$ cat config.mk
export PLATFORM = sky130hd
export DESIGN_NAME = sec_stopwatch
export DESIGN_NICKNAME = d
export VERILOG_FILES = /design/src/rtl/sec_stopwatch.sv
export SDC_FILE = /design/constraint.sdc
export NUM_CORES = 1
export LEC_CHECK = 0
export CORE_MARGIN = 1
export CORE_UTILIZATION = 40
export DETAILED_ROUTE_END_ITERATION = 10
export GPL_TIMING_DRIVEN = 0
export HOLD_SLACK_MARGIN = 0.06
export PLACE_DENSITY = 0.62
export SKIP_CTS_REPAIR_TIMING = 1
export SLEW_MARGIN = 20
export SYNTH_ARGS = -nofsm -noshare
export SYNTH_HDL_FRONTEND = slang
export SYNTH_SLANG_ARGS = --single-unit
export TNS_END_PERCENT = 10
$ cat constraint.sdc
create_clock -name safe_clk -period 2.2 [get_ports safe_clk]
set_clock_uncertainty 0.15 [all_clocks]
set_input_delay 0.22 -clock safe_clk [delete_from_list [all_inputs] [get_ports safe_clk]]
set_output_delay 0.22 -clock safe_clk [all_outputs]
set_load 0.01 [all_outputs]
$ cat src/rtl/sec_stopwatch.sv
// sec_stopwatch: BCD mm:ss stopwatch (00:00-59:59) with IDLE/RUN/PAUSE control on tick_in rises.
// Optional alarm compare enabled by defining SEC_STOPWATCH_ALARM_EN.
module sec_stopwatch (
    input  logic       safe_clk,
    input  logic       safe_reset_n,
    input  logic       tick_in,
    input  logic       start,
    input  logic       stop,
    input  logic       clear,
`ifdef SEC_STOPWATCH_ALARM_EN
    input  logic [7:0] alarm_min_bcd,
    input  logic [7:0] alarm_sec_bcd,
    output logic       alarm,
`endif
    output logic [7:0] sec_bcd,
    output logic [7:0] min_bcd,
    output logic       running,
    output logic       tick_seen,
    output logic       min_wrap
);
    typedef enum logic [1:0] {IDLE, RUN, PAUSE} state_t;

    state_t     state_q;
    logic       tick_q, adv, sec_wrap, running_q, tick_seen_q, min_wrap_q;
    logic [7:0] sec_q, sec_d, min_q, min_d;

    function automatic logic [7:0] bcd_inc(input logic [7:0] v);
        return v[3:0] == 4'd9 ? {v[7:4] == 4'd5 ? 4'd0 : v[7:4] + 4'd1, 4'd0}
                              : {v[7:4], v[3:0] + 4'd1};
    endfunction

    always_comb begin
        adv      = state_q == RUN && tick_in && !tick_q && !stop && !clear;
        sec_wrap = sec_q == 8'h59;
        sec_d    = clear ? 8'h00 : adv ? (sec_wrap ? 8'h00 : bcd_inc(sec_q)) : sec_q;
        min_d    = clear ? 8'h00 : (adv && sec_wrap) ? (min_q == 8'h59 ? 8'h00 : bcd_inc(min_q)) : min_q;
    end

    // tick_q resets high so a tick_in held through reset release is not a rise
    always_ff @(posedge safe_clk or negedge safe_reset_n) begin
        if (!safe_reset_n) begin
            state_q     <= IDLE;
            tick_q      <= 1'b1;
            sec_q       <= 8'h00;
            min_q       <= 8'h00;
            running_q   <= 1'b0;
            tick_seen_q <= 1'b0;
            min_wrap_q  <= 1'b0;
        end else begin
            tick_q      <= tick_in;
            sec_q       <= sec_d;
            min_q       <= min_d;
            tick_seen_q <= adv;
            min_wrap_q  <= adv && sec_wrap && min_q == 8'h59;
            if (clear) begin
                state_q   <= IDLE;
                running_q <= 1'b0;
            end else if (stop) begin
                if (state_q == RUN) begin
                    state_q   <= PAUSE;
                    running_q <= 1'b0;
                end
            end else if (start) begin
                state_q   <= RUN;
                running_q <= 1'b1;
            end
        end
    end

`ifdef SEC_STOPWATCH_ALARM_EN
    logic alarm_q;
    // the counted value is always BCD, so a non-BCD alarm setting can never compare equal
    always_ff @(posedge safe_clk or negedge safe_reset_n) begin
        if (!safe_reset_n)
            alarm_q <= 1'b0;
        else
            alarm_q <= clear ? 1'b0 : alarm_q | (adv && {min_d, sec_d} == {alarm_min_bcd, alarm_sec_bcd});
    end
    assign alarm = alarm_q;
`endif

    assign sec_bcd   = sec_q;
    assign min_bcd   = min_q;
    assign running   = running_q;
    assign tick_seen = tick_seen_q;
    assign min_wrap  = min_wrap_q;
endmodule

==> qor.csv <==
stage,metric,value,unit
outcome,outcome,finished with violations,
outcome,failing checks,design-rule violations,
global_routing,antenna violations before repair,0,
timing,remaining max-slew budget at the tightest pin,64.52,%
timing,final period utilization,87.66,%
route,via count of the routed design,1011,
timing,setup violation total in the final timing report,0,
logic_synthesis,"Net Count, Synth",140,
global_routing,Overall Global Routing Usage,17.14,%
clock_network,TritonCTS Buffers,3,
worst_setup_path,data arrival time at the worst-slack endpoint,2.02,ns
logic_synthesis,cell count after synthesis,126,
timing,Tmin final,1.929,ns
place,sum of net half-perimeters after detailed placement,1799,um
finish,count of inserted antenna diode cells,0,
floorplanning,overall die area,3320,um^2
pwr,Leakage Power,0.0006483,uW
logic_synthesis,count of flip-flops with a built-in enable after synthesis,0,
route,drt pass-1 iters,7,
place,RD Place Congestion,0.7037,
logic_synthesis,post-synthesis sequential area ratio,42.57,%
finish,post-route cell area,1548,um^2
worst_setup_path,logic depth of the worst register-to-register path,6,
finish,share of post-route cells with drive strength above 1,10.32,%
global_routing,pin count of the biggest net entering global routing,22,
floorplanning,Die Y,57.62,um
pwr,power density over cell area,414.3,nW/um^2
clock_network,root buffer selected by CTS,clkbuf_4,
timing,Post-Route Setup TNS,0,ns
clock_network,H-tree depth,1,
worst_setup_path,kind of start point of the critical path,flop,
clock_network,clock sink total,21,
floorplanning,Top Ports,25,
worst_setup_path,number of buffer and inverter stages on the critical path,1,
worst_setup_path,Required @ worst endpoint,2.29,ns
finish,area growth from synthesis to final layout,25.08,%
finish,utilization of the core after routing,54.25,%
worst_setup_path,gate family responsible for the most delay along the worst path,flip-flops,
floorplanning,horizontal extent of the die,57.62,um
worst_setup_path,delay contributed by the slowest stage of the critical path,0.46,ns
logic_synthesis,most used standard cell by instance count after synthesis,dfrtp_1,
route,average detailed-routed wire length per instance,13.43,um
worst_setup_path,"Max stage delay cell, worst path",dfrtp_1,
clock_network,clock tree from TritonCTS,yes,
run,count of max-cap constraint violations,0,
global_routing,first-pass GRT wire length,4367,um
clock_network,clock-pin transition on the worst setup and hold timing paths,0.12,ns
place,count of input and output buffers,23,
timing,Max Transition Viols Final,0,
timing,Tightest Pin Transition,0.5321,ns
route,post-route DRC violation count,2,
clock_network,clock network latency to the later pin of the worst-skew pair,0.31,ns
place,Placement Cell Area,1506,um^2
timing,upper clock frequency limit,518.5,MHz
finish,number of nets at the end of the flow,170,
timing,RSZ-0062 raised after global routing,no,
floorplanning,starting utilization of the core area,43.38,%
logic_synthesis,number of flip-flops and latches in the synthesized netlist,21,
floorplanning,standard-cell row count,19,
logic_synthesis,post-synthesis cell type with the largest combined area,dfrtp_1,
route,Post-Route WL,2498,um
logic_synthesis,most frequent cells after synthesis,"dfrtp_1 (20), nor2_1 (19), a21oi_1 (8), ha_1 (8), nand2_1 (8)",
timing,total count of hold-check failures in the final report,0,
worst_setup_path,category of the worst setup path capture point,flop,
hold_path,path type of the worst min-delay path,primary input to asynchronous set/reset pin,
logic_synthesis,post-synth cell types,38,
route,detailed router's first-iteration violation count,30,
logic_synthesis,top area cells in the synthesized netlist,"dfrtp_1 (40%), ha_1 (8.1%), nor2_1 (5.8%)",
global_routing,Congestion Overflow GR,0,
worst_setup_path,peak fanout along the critical path,6,
logic_synthesis,Post-Syn Area per Cell,9.821,um^2
logic_synthesis,number of warnings printed during yosys synthesis,0,
worst_setup_path,worst reg2reg setup slack,0.27,ns
logic_synthesis,proportion of register bits with asynchronous set or reset after synthesis,100.0,%
logic_synthesis,post-synth design cell area,1237,um^2
pwr,maximum vdd ir drop,0.3787,mV
logic_synthesis,top-area cell type share of the netlist area,40.44,%
global_routing,via count of the first global-routing pass,967,
logic_synthesis,dominant register cell in the synthesized netlist,dfrtp_1,
route,remaining antenna violation count,0,
route,routed via count divided by cell count,5.435,
worst_setup_path,cell-by-cell listing of the critical path,ha_1 > and4b_1 > and3_1 > buf_6 > a211o_1 > a21oi_2,
worst_setup_path,WS Path Type,flop to flop,
floorplanning,Core ar.,2853,um^2
worst_setup_path,cell depth of the worst setup path,6,
clock_network,CTS max path bufs,2,
[sequential cells by signal, indices dropped and copies added, names as in the netlist]
| register | cells |
|---|---|
| min_bcd | 8 |
| tick_seen | 1 |
| state_q | 2 |
| tick_q | 1 |
| min_wrap | 1 |
| sec_bcd | 8 |
[cells by family (layout without fill, tap and decap cells)]
kind of cell	Yosys count	count (layout)	synth area share (%)
DFF	21	21	42.57
buffers and inverters	12	41	5.359
and+or+nand+nor	55	55	26.09
muxes	7	7	5.663
adders and majority gates	8	8	8.089
AOI/OAI and AO/OA	23	23	12.24
[layer usage]
layer / up-vias / part of all wire, % / GRT usage (%) / wire, um
met3: 4 / 4.6 / 4.911 / 115
met2: 29 / 45 / 27.91 / 1112
li1: 503 / - / - / -
met4: 0 / 1.2 / 3.136 / 29
met5: - / 0 / 0 / 0
met1: 475 / 50 / 23.02 / 1240
[per-stage QoR]
stage / total power [uW] / instances / hold slack [ns] / setup WS, ns
after CTS: 648.4 / 184 / 0.001659 / 0.2749
final: 641.3 / 186 / 0.2359 / 0.2714
after floorplan: 426.4 / 126 / -0.2256 / 0.3709
after global routing: 673.8 / 186 / 0.2215 / 0.1227
after global placement: 454.7 / 180 / 0.3318 / 0.2873
after detailed placement: 456.3 / 180 / 0.3398 / 0.2516
[worst register-to-register path, stage by stage (launching register included)]
cell and delay (ns):
dfrtp_1 0.46, ha_1 0.28, and4b_1 0.27, and3_1 0.17, buf_6 0.13, a211o_1 0.30
a21oi_2 0.12
[area by class of cell]
cell class	count	area, um^2
well taps	31	38.79
fillers	291	1305
inverters	6	22.52
clock buffers	4	26.28
flip-flops and latches	21	526.8
plain buffers	6	43.79
repair buffers	25	245.2
multi-input cells	93	644.4
[where the power goes]
part           internal, uW  switching, uW
clock network          70.7            121
registers               391           6.38
logic                  22.3           29.2
[path summary, 6_finish.rpt]
| path | from | endpoint |
|---|---|---|
| setup / recovery | sec_bcd[0] | sec_bcd[6] |
| hold / removal | safe_reset_n | tick_seen |
| setup reg to reg | sec_bcd[0] | sec_bcd[6] |
| hold reg to reg | sec_bcd[7] | sec_bcd[7] |
| max in group asynchronous | safe_reset_n | tick_q |
| min in group safe_clk | tick_in | tick_q |
[placed cells by master, fill, tap and decap left out, types with 2 or more instances in the layout]
cell	netlist	final
nand2_1	8	8
mux2i_1	7	7
nand3b_1	3	3
nand3_1	5	5
a211o_1	3	3
nor4_1	2	2
dfrtp_1	20	20
nor2_1	19	19
clkbuf_1	1	2
ha_1	8	8
and3b_1	2	2
clkbuf_4	0	3
a21oi_1	8	8
clkdlybuf4s50_1	0	22
buf_2	2	3
nor3_1	3	3
nand4_1	2	2
o21ai_0	4	4
o31ai_1	2	2
dlygate4sd3_1	0	2
buf_6	2	2
inv_1	6	6
Note: power is estimated with default switching activity, not from simulation.
